<file path="src/rtl/regfile_wb_arbiter_pkg.sv">
// Shared writeback types for the register-file writeback arbiter: the holding
// entry layout, the x0 index and the producer numbering used by the grant vector.
package rv_wb_pkg;

  localparam int XLEN       = 32;
  localparam int NUM_WB_SRC = 2;

  localparam logic [4:0] REG_ZERO = 5'd0;

  typedef struct packed {
    logic            vld;
    logic [4:0]      rd;
    logic [XLEN-1:0] data;
  } wb_entry_t;

  // Bit positions of each producer in the grant vector.
  typedef enum logic [0:0] {
    SRC_ALU = 1'b0,
    SRC_LSU = 1'b1
  } wb_src_e;

  // True when a live entry targets idx; x0 is never reported.
  function automatic logic rd_match(input wb_entry_t e, input logic [4:0] idx);
    return e.vld && (e.rd == idx) && (idx != REG_ZERO);
  endfunction

endpackage

</file>
<file path="src/rtl/regfile_wb_arbiter_if.sv">
// Writeback bus: ALU/LSU result handshakes, register-file write port and bypass lookup.
// The arbiter takes the master side; producers, register file and operand read use slave.
interface regfile_wb_arbiter_if #(
  parameter int XLEN = 32
);

  logic            alu_valid;
  logic            alu_ready;
  logic [4:0]      alu_rd;
  logic [XLEN-1:0] alu_data;

  logic            lsu_valid;
  logic            lsu_ready;
  logic [4:0]      lsu_rd;
  logic [XLEN-1:0] lsu_data;

  logic            wr_en;
  logic [4:0]      wr_idx;
  logic [XLEN-1:0] wr_data;

  logic [4:0]      byp_idx;
  logic            byp_hit;
  logic [XLEN-1:0] byp_data;

  modport master (
    input  alu_valid, alu_rd, alu_data,
    input  lsu_valid, lsu_rd, lsu_data,
    input  byp_idx,
    output alu_ready, lsu_ready,
    output wr_en, wr_idx, wr_data,
    output byp_hit, byp_data
  );

  modport slave (
    output alu_valid, alu_rd, alu_data,
    output lsu_valid, lsu_rd, lsu_data,
    output byp_idx,
    input  alu_ready, lsu_ready,
    input  wr_en, wr_idx, wr_data,
    input  byp_hit, byp_data
  );

endinterface

</file>
<file path="src/rtl/regfile_wb_arbiter_hold_slot.sv">
// One-entry holding register for a single writeback producer. It accepts a new
// result whenever empty or when its current entry is being granted this cycle.
module wb_hold_slot
  import rv_wb_pkg::*;
(
  input  logic            clk,
  input  logic            reset,
  input  logic            in_valid,
  output logic            in_ready,
  input  logic [4:0]      in_rd,
  input  logic [XLEN-1:0] in_data,
  input  logic            grant,
  output wb_entry_t       entry
);

  wb_entry_t entry_q;

  // Ready looks only at occupancy and grant, never at in_valid.
  assign in_ready = !entry_q.vld || grant;
  assign entry    = entry_q;

  // NOTE: only the valid bit is reset; rd/data are qualified by vld, so leaving
  // the payload unreset saves reset fan-out without exposing stale values.
  always_ff @(posedge clk) begin
    if (reset) begin
      entry_q.vld <= 1'b0;
    end else if (in_valid && in_ready) begin
      // Writes to x0 complete the handshake but leave the slot empty.
      entry_q.vld  <= (in_rd != REG_ZERO);
      entry_q.rd   <= in_rd;
      entry_q.data <= in_data;
    end else if (grant) begin
      entry_q.vld <= 1'b0;
    end
  end

endmodule

</file>
<file path="src/rtl/regfile_wb_arbiter.sv">
// Writeback arbiter: buffers ALU and LSU results, commits one per cycle to the
// register file, and bypasses uncommitted results. WB_STATS_EN adds commit/stall counters.
module regfile_wb_arbiter #(
  parameter int STARVE_MAX = 4,
  parameter int XLEN       = 32
) (
  input  logic                  clk,
  input  logic                  reset,
  regfile_wb_arbiter_if.master  bus
`ifdef WB_STATS_EN
  ,
  output logic [31:0]           stat_commits,
  output logic [31:0]           stat_stall
`endif
);

  import rv_wb_pkg::*;

  localparam logic [3:0] STARVE_LIM = 4'(STARVE_MAX);

  wb_entry_t             ent [NUM_WB_SRC];
  logic [NUM_WB_SRC-1:0] grant;
  logic [3:0]            starve_cnt;

  logic                  wr_en_q;
  logic [4:0]            wr_idx_q;
  logic [XLEN-1:0]       wr_data_q;

  wb_hold_slot u_alu_slot (
    .clk      (clk),
    .reset    (reset),
    .in_valid (bus.alu_valid),
    .in_ready (bus.alu_ready),
    .in_rd    (bus.alu_rd),
    .in_data  (bus.alu_data),
    .grant    (grant[SRC_ALU]),
    .entry    (ent[SRC_ALU])
  );

  wb_hold_slot u_lsu_slot (
    .clk      (clk),
    .reset    (reset),
    .in_valid (bus.lsu_valid),
    .in_ready (bus.lsu_ready),
    .in_rd    (bus.lsu_rd),
    .in_data  (bus.lsu_data),
    .grant    (grant[SRC_LSU]),
    .entry    (ent[SRC_LSU])
  );

  // LSU has priority until the ALU has watched STARVE_MAX LSU grants go by.
  // NOTE: every always_comb output gets a default first so no path infers a latch.
  always_comb begin
    grant = '0;
    if (ent[SRC_LSU].vld && !(ent[SRC_ALU].vld && starve_cnt == STARVE_LIM)) begin
      grant[SRC_LSU] = 1'b1;
    end else if (ent[SRC_ALU].vld) begin
      grant[SRC_ALU] = 1'b1;
    end
  end

  // NOTE: state registers use non-blocking assignment so all flops update together.
  always_ff @(posedge clk) begin
    if (reset) begin
      starve_cnt <= '0;
    end else if (!ent[SRC_ALU].vld || grant[SRC_ALU]) begin
      starve_cnt <= '0;
    end else if (grant[SRC_LSU] && starve_cnt != STARVE_LIM) begin
      starve_cnt <= starve_cnt + 4'd1;
    end
  end

  // Output register: wr_en pulses once per commit; index/data hold between commits.
  always_ff @(posedge clk) begin
    if (reset) begin
      wr_en_q   <= 1'b0;
      wr_idx_q  <= '0;
      wr_data_q <= '0;
    end else begin
      wr_en_q <= |grant;
      if (grant[SRC_LSU]) begin
        wr_idx_q  <= ent[SRC_LSU].rd;
        wr_data_q <= ent[SRC_LSU].data;
      end else if (grant[SRC_ALU]) begin
        wr_idx_q  <= ent[SRC_ALU].rd;
        wr_data_q <= ent[SRC_ALU].data;
      end
    end
  end

  assign bus.wr_en   = wr_en_q;
  assign bus.wr_idx  = wr_idx_q;
  assign bus.wr_data = wr_data_q;

  // Upstream allows only one in-flight write per rd, so an OR of masked sources suffices.
  wb_entry_t out_ent;
  logic      hit_alu, hit_lsu, hit_out;

  assign out_ent = '{vld: wr_en_q, rd: wr_idx_q, data: wr_data_q};
  assign hit_alu = rd_match(ent[SRC_ALU], bus.byp_idx);
  assign hit_lsu = rd_match(ent[SRC_LSU], bus.byp_idx);
  assign hit_out = rd_match(out_ent, bus.byp_idx);

  assign bus.byp_hit  = hit_alu || hit_lsu || hit_out;
  assign bus.byp_data = ({XLEN{hit_alu}} & ent[SRC_ALU].data)
                      | ({XLEN{hit_lsu}} & ent[SRC_LSU].data)
                      | ({XLEN{hit_out}} & wr_data_q);

`ifdef WB_STATS_EN
  logic stall_now;

  assign stall_now = (bus.alu_valid && !bus.alu_ready) || (bus.lsu_valid && !bus.lsu_ready);

  always_ff @(posedge clk) begin
    if (reset) begin
      stat_commits <= '0;
      stat_stall   <= '0;
    end else begin
      if (wr_en_q)   stat_commits <= stat_commits + 32'd1;
      if (stall_now) stat_stall   <= stat_stall + 32'd1;
    end
  end
`endif

endmodule

</file>
<file path="src/flat_wrapper.sv">
// flat-port wrapper written by rule: the top's interface ports become plain ports
module regfile_wb_arbiter_flat import rv_wb_pkg::*;
#(
  parameter int STARVE_MAX = 4,
  parameter int XLEN       = 32
)
  (clk, reset, bus_alu_valid, bus_alu_rd, bus_alu_data, bus_lsu_valid, bus_lsu_rd, bus_lsu_data, bus_byp_idx, bus_alu_ready, bus_lsu_ready, bus_wr_en, bus_wr_idx, bus_wr_data, bus_byp_hit, bus_byp_data);
  regfile_wb_arbiter_if #(.XLEN(XLEN)) bus_i ();
  input  logic clk;
  input  logic reset;
  input wire logic [$bits(bus_i.alu_valid)-1:0] bus_alu_valid;
  input wire logic [$bits(bus_i.alu_rd)-1:0] bus_alu_rd;
  input wire logic [$bits(bus_i.alu_data)-1:0] bus_alu_data;
  input wire logic [$bits(bus_i.lsu_valid)-1:0] bus_lsu_valid;
  input wire logic [$bits(bus_i.lsu_rd)-1:0] bus_lsu_rd;
  input wire logic [$bits(bus_i.lsu_data)-1:0] bus_lsu_data;
  input wire logic [$bits(bus_i.byp_idx)-1:0] bus_byp_idx;
  output wire logic [$bits(bus_i.alu_ready)-1:0] bus_alu_ready;
  output wire logic [$bits(bus_i.lsu_ready)-1:0] bus_lsu_ready;
  output wire logic [$bits(bus_i.wr_en)-1:0] bus_wr_en;
  output wire logic [$bits(bus_i.wr_idx)-1:0] bus_wr_idx;
  output wire logic [$bits(bus_i.wr_data)-1:0] bus_wr_data;
  output wire logic [$bits(bus_i.byp_hit)-1:0] bus_byp_hit;
  output wire logic [$bits(bus_i.byp_data)-1:0] bus_byp_data;
  assign bus_i.alu_valid = bus_alu_valid;
  assign bus_i.alu_rd = bus_alu_rd;
  assign bus_i.alu_data = bus_alu_data;
  assign bus_i.lsu_valid = bus_lsu_valid;
  assign bus_i.lsu_rd = bus_lsu_rd;
  assign bus_i.lsu_data = bus_lsu_data;
  assign bus_i.byp_idx = bus_byp_idx;
  assign bus_alu_ready = bus_i.alu_ready;
  assign bus_lsu_ready = bus_i.lsu_ready;
  assign bus_wr_en = bus_i.wr_en;
  assign bus_wr_idx = bus_i.wr_idx;
  assign bus_wr_data = bus_i.wr_data;
  assign bus_byp_hit = bus_i.byp_hit;
  assign bus_byp_data = bus_i.byp_data;
  regfile_wb_arbiter #(.STARVE_MAX(STARVE_MAX), .XLEN(XLEN)) u_core (.clk(clk), .reset(reset), .bus(bus_i));
endmodule
</file>
<file path="config.mk">
export PLATFORM = sky130hd
export DESIGN_NAME = regfile_wb_arbiter_flat
export DESIGN_NICKNAME = d
export VERILOG_FILES = /design/src/rtl/regfile_wb_arbiter_pkg.sv /design/src/rtl/regfile_wb_arbiter_if.sv /design/src/rtl/regfile_wb_arbiter_hold_slot.sv /design/src/rtl/regfile_wb_arbiter.sv /design/src/flat_wrapper.sv
export SDC_FILE = /design/constraint.sdc
export NUM_CORES = 1
export LEC_CHECK = 0
export CAP_MARGIN = 5
export CORE_ASPECT_RATIO = 1.5
export CORE_MARGIN = 8
export CORE_UTILIZATION = 50
export DETAILED_ROUTE_END_ITERATION = 10
export GPL_TIMING_DRIVEN = 1
export HOLD_SLACK_MARGIN = 0.02
export PLACE_DENSITY = 0.88
export RECOVER_POWER = 50
export SYNTH_ARGS = -nofsm -noshare
export SYNTH_HDL_FRONTEND = slang
export SYNTH_SLANG_ARGS = --single-unit
</file>
<file path="constraint.sdc">
create_clock -name clk -period 3.35 [get_ports clk]
set_input_delay 0.67 -clock clk [delete_from_list [all_inputs] [get_ports clk]]
set_output_delay 0.67 -clock clk [all_outputs]
set_load 0.05 [all_outputs]
</file>
======== After elaboration in Yosys (flattened, before gate mapping) ========
Cells that the tools add are included.
word-level totals
  word-level logic and storage cells ...... 61
  register bits ........................... 118
cells by class
  eq/ne operators ......................... 5
  add/subtract/negate cells ............... 1
  bitwise operators ....................... 6
  mux-type cells .......................... 11
  reductions and logical operators ........ 28
operators with widths
  cell                 count
  $and 32x32->32       3
  $mux 32              2
  $or 32x32->32        2
  $eq 5x5->1           3
  $reduce_bool 5->1    3
  $logic_and 1x1->1    11
  $mux 5               2
  $mux 1               7
  $reduce_bool 2->1    3
  $add 4x1->4 const B  1
  $eq 4x3->1 const B   1
  $logic_or 1x1->1     4
  $ne 4x3->1 const B   1
  $reduce_and 2->1     2
  $reduce_or 2->1      2
  $logic_not 1->1      3
  $not 1->1            1

======== Logic depth before layout (Yosys ltp) ========
Gate-level depths: netlist of run 1.
  depth after elaboration ................. 8
  gate-level depth with buffers ........... 7
  mapped depth without buffers ............ 6

======== By module ========
A second synthesis of run 1 with hierarchy kept.
second synthesis, totals
  cells, all modules ...................... 408
  area, all modules ....................... 5003.5 um2
modules (own cells, without submodules)
  module              cells an instance  area an instance (um2)  seq. area each (um2)  times used
  regfile_wb_arbiter  322                2676.3                  840.8                 1
  wb_hold_slot        43                 1163.6                  1131.1                2

======== Least setup slack after synthesis of run 1 ========
Ideal clock, no wire load.
  path kind ............................... in2out
  from .................................... input bus_byp_idx[3]
  to ...................................... output bus_byp_data[10]
  buffers on the path ..................... 1
  slack ................................... 0.545 ns
  stages .................................. 5
  required time ........................... 2.680 ns
  arrival ................................. 2.135 ns
  cell sequence ........................... or4_4 > o211ai_4 > buf_6 > nor3_1 > a221o_1
between the ends
  longest elaborated chain between the ends .. 6
  elaborated cells on any way between the ends .. 15
  classes of those cells .................. eq/ne: 3; bitwise: 5; reduce/logical: 7
RTL lines
  element                            line                                                  text
  start, declared                    flat_wrapper.sv:17                                    input wire logic [$bits(bus_i.byp_idx)-1:0] bus_byp_idx;
  $eq 5x5->1                         regfile_wb_arbiter_pkg.sv:24                          return e.vld && (e.rd == idx) && (idx != REG_ZERO);
  $logic_and 1x1->1 (2 in a row)     regfile_wb_arbiter_pkg.sv:24
  $and 32x32->32 (on tied branches)  regfile_wb_arbiter.sv:105, regfile_wb_arbiter.sv:106
  $or 32x32->32                      regfile_wb_arbiter.sv:106                             | ({XLEN{hit_lsu}} & ent[SRC_LSU].data)
  $or 32x32->32 *                    regfile_wb_arbiter.sv:107                             | ({XLEN{hit_out}} & wr_data_q);
  end, declared                      flat_wrapper.sv:24                                    output wire logic [$bits(bus_i.byp_data)-1:0] bus_byp_data;
Every way passes the cells marked *; elsewhere a longest branch is shown, timed or not.

======== Final worst setup path of run 1 ========
  from .................................... input bus_byp_idx[3]
  to ...................................... output bus_byp_data[18]
The elaborated chain is that of the path after synthesis.

==> results of run 1 <==
worst max-delay path, cell delays in order:
cell and delay, ns:
dlygate4sd2_1 0.25, or4_4 0.59, o211ai_4 0.25, buf_12 0.16
clkbuf_16 0.15, nor3_1 0.06, a221o_1 0.28, buf_4 0.20
placed cells by master, fill, tap and decap left out, drive strengths merged, types with 2 or more instances in the layout:
cell            n
nor3           34
a32oi          32
a222oi          5
xnor2          14
ha              2
clkinvlp        4
clkinv          5
nand2          36
a21oi          34
o21ai           2
or4             3
nand4           2
dlygate4sd3    74
nand3          34
diode           9
and3b           2
edfxtp         74
or2             2
clkbuf         21
dfxtp          44
a221o          32
nor2           12
xor2            3
clkdlybuf4s50  42
buf            53
bufinv          4
inv             3
dlygate4sd2     4
registers in the layout, indices dropped and copies added, names as in the netlist:
| signal | cells |
|---|---|
| u_core.bus.wr_data | 32 |
| u_core.bus.wr_idx | 5 |
| u_core.u_lsu_slot.entry | 38 |
| u_core.u_alu_slot.entry | 38 |
| u_core.starve_cnt | 4 |
| u_core.bus.wr_en | 1 |
power by group:
| part | switching [mW] | leakage, nW | total [mW] | internal, mW |
|---|---|---|---|---|
| clock | 0.637 | 0.287 | 1.87 | 1.24 |
| sequential | 0.0609 | 1.06 | 1.69 | 1.63 |
| combinational | 0.316 | 1.26 | 0.534 | 0.217 |
| total | 1.01 | 2.60 | 4.10 | 3.08 |
area by class of cell:
cell class | instances | share of cell area, %
Multi-Input combinational cell | 256 | 23.2
Sequential cell | 118 | 41.9
Clock inverter | 13 | 2.45
Tap cell | 115 | 1.94
Inverter | 3 | 0.152
Clock buffer | 19 | 5.84
Antenna cell | 9 | 0.304
Timing Repair Buffer | 177 | 24.2
repair_timing:
| item | CTS | global route |
|---|---|---|
| buffers inserted | 1 | 0 |
| cloned | 1 | 1 |
| gates resized for setup | 8 | 3 |
| pin swaps | 0 | 0 |
| setup endpoints to repair | 33 | 31 |
per-layer routing:
metal,up-vias,GRT usage [%],share of wire (%)
met5,-,0,0
met4,0,14.9,4.0
met3,61,6.58,8.7
met2,328,41.9,53
met1,2160,24.4,34
li1,1977,-,-
logic make-up after synthesis:
family                     Yosys count  synth area share (%)
buffers and inverters               42                  4.24
xor gates and xnor gates            17                  2.99
AOI/OAI and AO/OA                  107                  17.3
DFF                                118                  62.3
adders and majority gates            2                 0.502
and+or+nand+nor                    130                  12.7
through the flow:
step                cells  setup WS (ns)  setup TNS (ns)  instance area, um^2
global placement      666       -0.00864         -0.0116                 6680
global route          710         0.0254               0                 7410
finish                710         0.0734               0                 7410
detailed placement    666        -0.0440          -0.313                 6680
floorplan             416          0.545               0                 4980
CTS                   700        0.00175               0                 7360
worst min-delay path by stage:
stage	startpoint	end	depth (start not counted)	slack [ns]
final	u_core.starve_cnt[0]	u_core.starve_cnt[0]	1	0.51
after global routing	u_core.starve_cnt[0]	u_core.starve_cnt[0]	1	0.53
after detailed placement	u_core.starve_cnt[0]	u_core.starve_cnt[0]	1	0.48
after global placement	u_core.starve_cnt[0]	u_core.starve_cnt[0]	1	0.44
after floorplan	u_core.starve_cnt[0]	u_core.starve_cnt[0]	1	0.43
after CTS	u_core.starve_cnt[0]	u_core.starve_cnt[0]	1	0.52
==> qor.yml, run 1 <==
fillers: 614
wirelength_mm: 16.8
dieWidth_um: 97.5
relSlewSlack_pct: -21.3
antenna_found_initial: 8
synth-warning-count: 0
drt-pass1-iter-count: 8
clockBufferDepth: 2
grt_usage_pct: 23.9
status: "finished, violations left"
overflow: 0
critPathKind: "in -> out"
post-route-period-util_pct: 97.8
ys_seq_area_share_pct: 62.3
total_power_mw: 4.10
syn_area_um2: 4980
setup_viol: 0
r2r-end: "u_core.bus.wr_idx[0]"
cellPowerDensity_nw_per_um2: 553
cts-root-buf: "clkbuf_16"
seqCellArea_um2: 3100
clock_sinks: 118
drt-initial-drc-count: 432
worst_skew_pair.late_latency_ns: 0.41
hold-worst-slack_ns: 0.510
syn_area_per_cell_um2: 12.0
async_reset_ff_share_pct: 0
num_vias: 4526
nets: 658
numPortBuffers: 155
area_growth_pct: 48.7
yosys.area.top_type: "edfxtp_1"
core_area_um2: 9690
drv_cap: 1
netlist_instances: 416
yosysMostFrequentCell: "edfxtp_1"
ant_nets: 0
initial_utilization_pct: 51.4
synth_nets: 501
path_max_fanout: 9
grt_max_degree: 42
min_period_ns: 3.28
synth_edf_count: 74
viasPerCell: 6.37
critPathArrivalTime_ns: 2.61
worst_slew_pin_slew_ns: 1.82
cts_inserted_buffers: 17
failed_checks: "capacitance limit, slew limit"
crit_start: "bus_byp_idx[3]"
crit_required_ns: 2.68
clkSlewWorstSetupHoldPaths_ns: 0.05
htreeDepth: 4
ys.flop_type: "edfxtp_1"
utilization_pct: 76.4
crit_end: "bus_byp_data[18]"
wl_per_cell_um: 23.7
ir_worst_vdd_mv: 0.448
slew_violations: 39
grt_first_pass_wirelength_mm: 25.5
cts_tree: "done"
synth.distinct_cells: 33
endpoint_kind: "output port"
max_freq_mhz: 305
dp_hpwl_mm: 10.8
hold_path.class: "reg -> reg"
dieArea_um2: 13500
synthDominantCellAreaShare_pct: 44.6
die_h_um: 138
clock_skew_ns: 0.00643
rsz0062_at_grt: "no"
multi_input_area_um2: 1720
timing_hold_violations_final: 0
start_kind: "primary input"
cts_hold_buf: 0
drc: 0
synthTopCellsByCount: "74 x edfxtp_1, 44 x dfxtp_1, 36 x nand2_1"
num_rows: 44
reg2regPathDepth: 4
p_leak_nw: 2.60
place_congestion: 0.844
rr_startpoint: "u_core.u_lsu_slot.entry[37]"
grt_pass1_vias: 4790
drive_gt1_share_pct: 16.6
ys_ff_latch: 118
io_pins: 156
reg2reg_slack_ns: 0.38
synth_area_leaders: "edfxtp_1 45%, dfxtp_1 18%, a221o_1 6.4%"
(Power assumes the default switching activity.)
==> inputs of run 2 (changes only) <==
--- a/config.mk
+++ b/config.mk
@@ -14,6 +14,7 @@
 export HOLD_SLACK_MARGIN = 0.02
 export PLACE_DENSITY = 0.88
 export RECOVER_POWER = 50
+export SETUP_SLACK_MARGIN = 0.5
 export SYNTH_ARGS = -nofsm -noshare
 export SYNTH_HDL_FRONTEND = slang
 export SYNTH_SLANG_ARGS = --single-unit
==> qor.yml, run 2 (synthesis results as in run 1) <==
area_growth_pct: 60.5
drt-initial-drc-count: 640
num_vias: 4806
hold_path.class: "reg -> reg"
drc: 0
grt_max_degree: 42
instances_no_fill: 725
dp_hpwl_mm: 10.8
cellPowerDensity_nw_per_um2: 523
path_delay_family: "simple AND/OR/NAND/NOR gates"
core_area_um2: 9690
crit_start: "bus_byp_idx[4]"
path_buf_inv: 5
clock_sinks: 118
fillers: 503
rsz0062_at_grt: "yes"
seqCellArea_um2: 3100
holdCritStartpoint: "u_core.starve_cnt[0]"
grt_pass1_vias: 5011
worst_slew_pin_slew_ns: 1.78
drive_gt1_share_pct: 23.1
p_leak_nw: 2.88
path_max_fanout: 9
ant_nets: 0
crit_required_ns: 2.68
failed_checks: "capacitance limit, slew limit"
overflow: 0
path_cells: "buf_6, or4_4, nor2_4, buf_4, nor3_4, buf_4, buf_12, a221o_1, buf_6"
setup_viol: 0
viasPerCell: 6.63
dieWidth_um: 97.5
status: "finished, violations left"
die_h_um: 138
clock_skew_ns: 0.00738
post-route-period-util_pct: 97.5
multi_input_area_um2: 1910
hold-worst-slack_ns: 0.520
min_period_ns: 3.27
critPathKind: "in -> out"
wl_per_cell_um: 26.6
ir_worst_vdd_mv: 0.496
mostFrequentLayoutCells: "74 x dlygate4sd3_1, 74 x edfxtp_1, 43 x dfxtp_1"
place_inst: 666
worst_skew_pair.late_latency_ns: 0.42
num_rows: 44
cts-root-buf: "clkbuf_16"
grt_usage_pct: 26.9
slew_violations: 39
start_kind: "primary input"
drt-pass1-iter-count: 8
dieArea_um2: 13500
htreeDepth: 4
max_stage_delay_ns: 0.59
critPathArrivalTime_ns: 2.60
tns_ns: 0
drv_cap: 1
utilization_pct: 82.5
place_congestion: 0.844
cts_tree: "done"
relSlewSlack_pct: -19.0
nets: 675
io_pins: 156
endpoint_kind: "output port"
antenna_found_initial: 6
grt_first_pass_wirelength_mm: 28.2
initial_utilization_pct: 51.4
numPortBuffers: 155
max_freq_mhz: 306
timing_hold_violations_final: 0
clkSlewWorstSetupHoldPaths_ns: 0.05
slowest_stage: "or4_4"
rr_startpoint: "u_core.u_lsu_slot.entry[37]"
wirelength_mm: 19.3
reg2reg_slack_ns: 0.42
clockBufferDepth: 2
cts_inserted_buffers: 17
[run 2: cell types whose count changed in the layout (fill, tap and decap cells not counted), sizes merged]
cell	delta
clkdlybuf4s50	-2
clkdlybuf4s15	+2
dlymetal6s2s	-1
dlygate4sd2	-2
buf	+20
diode	-2
[run 2: power by group]
part | total [mW] | leakage [nW] | switching [mW] | internal, mW
clock network | 1.89 | 0.287 | 0.648 | 1.24
registers | 1.69 | 1.06 | 0.0652 | 1.63
logic | 0.607 | 1.54 | 0.358 | 0.249
[run 2: per-layer routing]
metal	part of all wire, %	wire length [um]	vias up	global-route usage (%)
li1	-	-	2014	-
met1	33	6340	2333	28.0
met2	54	10400	378	46.9
met3	8.6	1670	81	7.33
met4	4.5	864	0	15.8
met5	0	0	-	0
[run 2: timing repair]
item,4_1_cts,5_1_grt
pin swaps,28,21
endpoints found under the setup margin,35,33
resized for setup,93,9
endpoints found under the hold margin,0,0
hold buffers,0,0
gates cloned,7,1
buffers inserted,6,6
[run 2: final cells by class]
type                            count  area share, %
Antenna cell                        7          0.219
Clock buffer                       19           5.41
Clock inverter                     13           2.27
Inverter                            3          0.141
Multi-Input combinational cell    256           23.9
Sequential cell                   118           38.8
Tap cell                          115           1.80
Timing Repair Buffer              194           27.4
[run 2: final timing paths]
kind / cells after the start / end
worst max-delay path: 9 / bus_byp_data[19]
worst min-delay path: 1 / u_core.starve_cnt[0]
worst max register to register: 4 / u_core.bus.wr_idx[0]
worst min register to register: 1 / u_core.starve_cnt[0]
[run 2: metrics by stage]
stage | setup WS, ns | area (um^2) | total power, mW
floorplan | 0.545 | 4980 | 1.98
global placement | -0.00864 | 6680 | 2.22
global route | 0.0844 | 8000 | 4.28
finish | 0.0837 | 8000 | 4.19
CTS | 0.183 | 7850 | 4.16
detailed placement | -0.0440 | 6680 | 2.23
[run 2: worst register-to-register path, cell delays in order, from the launching register on]
cell and delay, ns:
dfxtp_2 0.52, buf_4 0.39, nor2_2 1.39, a222oi_1 0.37, nor2_1 0.19
==> inputs of run 3 (changes only) <==
--- a/config.mk
+++ b/config.mk
@@ -12,7 +12,7 @@
 export DETAILED_ROUTE_END_ITERATION = 10
 export GPL_TIMING_DRIVEN = 1
 export HOLD_SLACK_MARGIN = 0.02
-export PLACE_DENSITY = 0.88
+export PLACE_DENSITY = 0.85
 export RECOVER_POWER = 50
 export SETUP_SLACK_MARGIN = 0.5
 export SYNTH_ARGS = -nofsm -noshare
==> qor.yml, run 3 (synthesis results as in run 1) <==
status: "complete, no violations"
min_period_ns: 3.14
critPathKind: "in -> out"
dp_slack_ns: -0.0534
cellPowerDensity_nw_per_um2: 520
cts-root-buf: "clkbuf_16"
cts_hold_buf: 0
place_congestion: 0.867
clkSlewWorstSetupHoldPaths_ns: 0.05
ant_nets: 0
critPathArrivalTime_ns: 2.47
die_h_um: 138
drive_gt1_share_pct: 20.6
dieWidth_um: 97.5
endpoint_kind: "output port"
grt_usage_pct: 24.9
fillers: 567
path_max_fanout: 18
cts_inserted_buffers: 17
mostFrequentLayoutCells: "74 x dlygate4sd3_1, 74 x edfxtp_1, 43 x dfxtp_1"
dp_hpwl_mm: 10.9
worst_slew_pin_slew_ns: 1.37
initial_utilization_pct: 51.4
antenna_found_initial: 4
p_leak_nw: 2.66
wl_per_cell_um: 24.3
io_pins: 156
max_freq_mhz: 318
num_rows: 44
final.setup.worst_slack_ns: 0.210
clock_sinks: 118
rsz0062_at_grt: "yes"
seqCellArea_um2: 3100
overflow: 0
max_stage_delay_ns: 0.56
crit_top_cell: "buf_6"
post-route-period-util_pct: 93.7
total_power_mw: 3.95
slew_violations: 0
hold_path.class: "reg -> reg"
grt_max_degree: 42
htreeDepth: 4
grt_first_pass_wirelength_mm: 26.5
clock_skew_ns: 0.00574
wirelength_mm: 17.3
cts_tree: "done"
path_cells: "buf_6, or4_4, buf_6, nor2_4, nor4_4, buf_12, a221o_1, buf_6"
drv_cap: 0
numPortBuffers: 155
hold-worst-slack_ns: 0.513
multi_input_area_um2: 1850
ir_worst_vdd_mv: 0.471
grt_pass1_vias: 4744
drt-pass1-iter-count: 8
relSlewSlack_pct: 8.81
core_area_um2: 9690
clockBufferDepth: 2
area_growth_pct: 52.6
start_kind: "primary input"
slowest_stage: "or4_4"
num_vias: 4628
viasPerCell: 6.51
drt-initial-drc-count: 412
nets: 664
timing_hold_violations_final: 0
utilization_pct: 78.5
worst_skew_pair.late_latency_ns: 0.41
drc: 0
dieArea_um2: 13500
setup_viol: 0
crit_required_ns: 2.68
## run 3: cell types whose count changed in the layout (fill, tap and decap cells not counted), moves of 3 or more
cell,change
nor3_2,+11
xnor2_1,+3
buf_16,-5
buf_12,-4
diode_2,-3
xnor2_2,-4
nor3_4,-9
clkbuf_8,+3
clkbuf_1,+6
buf_6,-4
bufinv_16,-3
buf_4,+4
clkinvlp_4,-4
## run 3: worst max-delay path, delay by kind of cell
family,cells,cell delay [ns]
AO/OA/AOI/OAI,1,0.39
buffers and inverters,4,0.58
AND/OR/NAND/NOR,3,0.80
## run 3: cell type report
cell class                 instances  area share, %
antenna                            4          0.132
clock buffer                      29           6.86
clock inverter                     3          0.527
inverter                           3          0.148
multi-input combinational        256           24.4
sequential                       118           40.8
tap                              115           1.89
timing repair buffer             183           25.2
## run 3: stage by stage
stage / area [um^2] / instances / TNS [ns]
floorplan: 4980 / 416 / 0
global placement: 6690 / 671 / 0
detailed placement: 6690 / 671 / -0.577
CTS: 7520 / 707 / 0
global route: 7600 / 711 / 0
finish: 7600 / 711 / 0
## run 3: final timing paths
kind / startpoint / to / slack, ns / depth (start not counted)
max reg2reg: u_core.u_lsu_slot.entry[37] / u_core.bus.wr_data[8] / 0.66 / 5
max: bus_byp_idx[4] / bus_byp_data[21] / 0.21 / 8
min: u_core.starve_cnt[0] / u_core.starve_cnt[0] / 0.51 / 1
min reg2reg: u_core.starve_cnt[0] / u_core.starve_cnt[0] / 0.51 / 1
## run 3: report_power, final
part	internal (mW)	total (mW)	switching, mW	leakage, nW
Combinational	0.222	0.552	0.330	1.33
Clock	1.12	1.71	0.587	0.275
Sequential	1.63	1.69	0.0633	1.06
## run 3: repair_timing
action	CTS	global route
gates resized for setup	67	18
buffers inserted	2	0
setup endpoints to repair	35	33
gates cloned	2	0
pin swaps	11	8
## run 3: routing by layer
| layer | routed length, um | track usage, % | vias to the layer above | share of wire, % |
|---|---|---|---|---|
| li1 | - | - | 1968 | - |
| met4 | 801 | 15.2 | 0 | 4.6 |
| met2 | 9390 | 43.7 | 340 | 54 |
| met1 | 5580 | 24.8 | 2254 | 32 |
| met5 | 0 | 0 | - | 0 |
| met3 | 1470 | 7.73 | 66 | 8.5 |
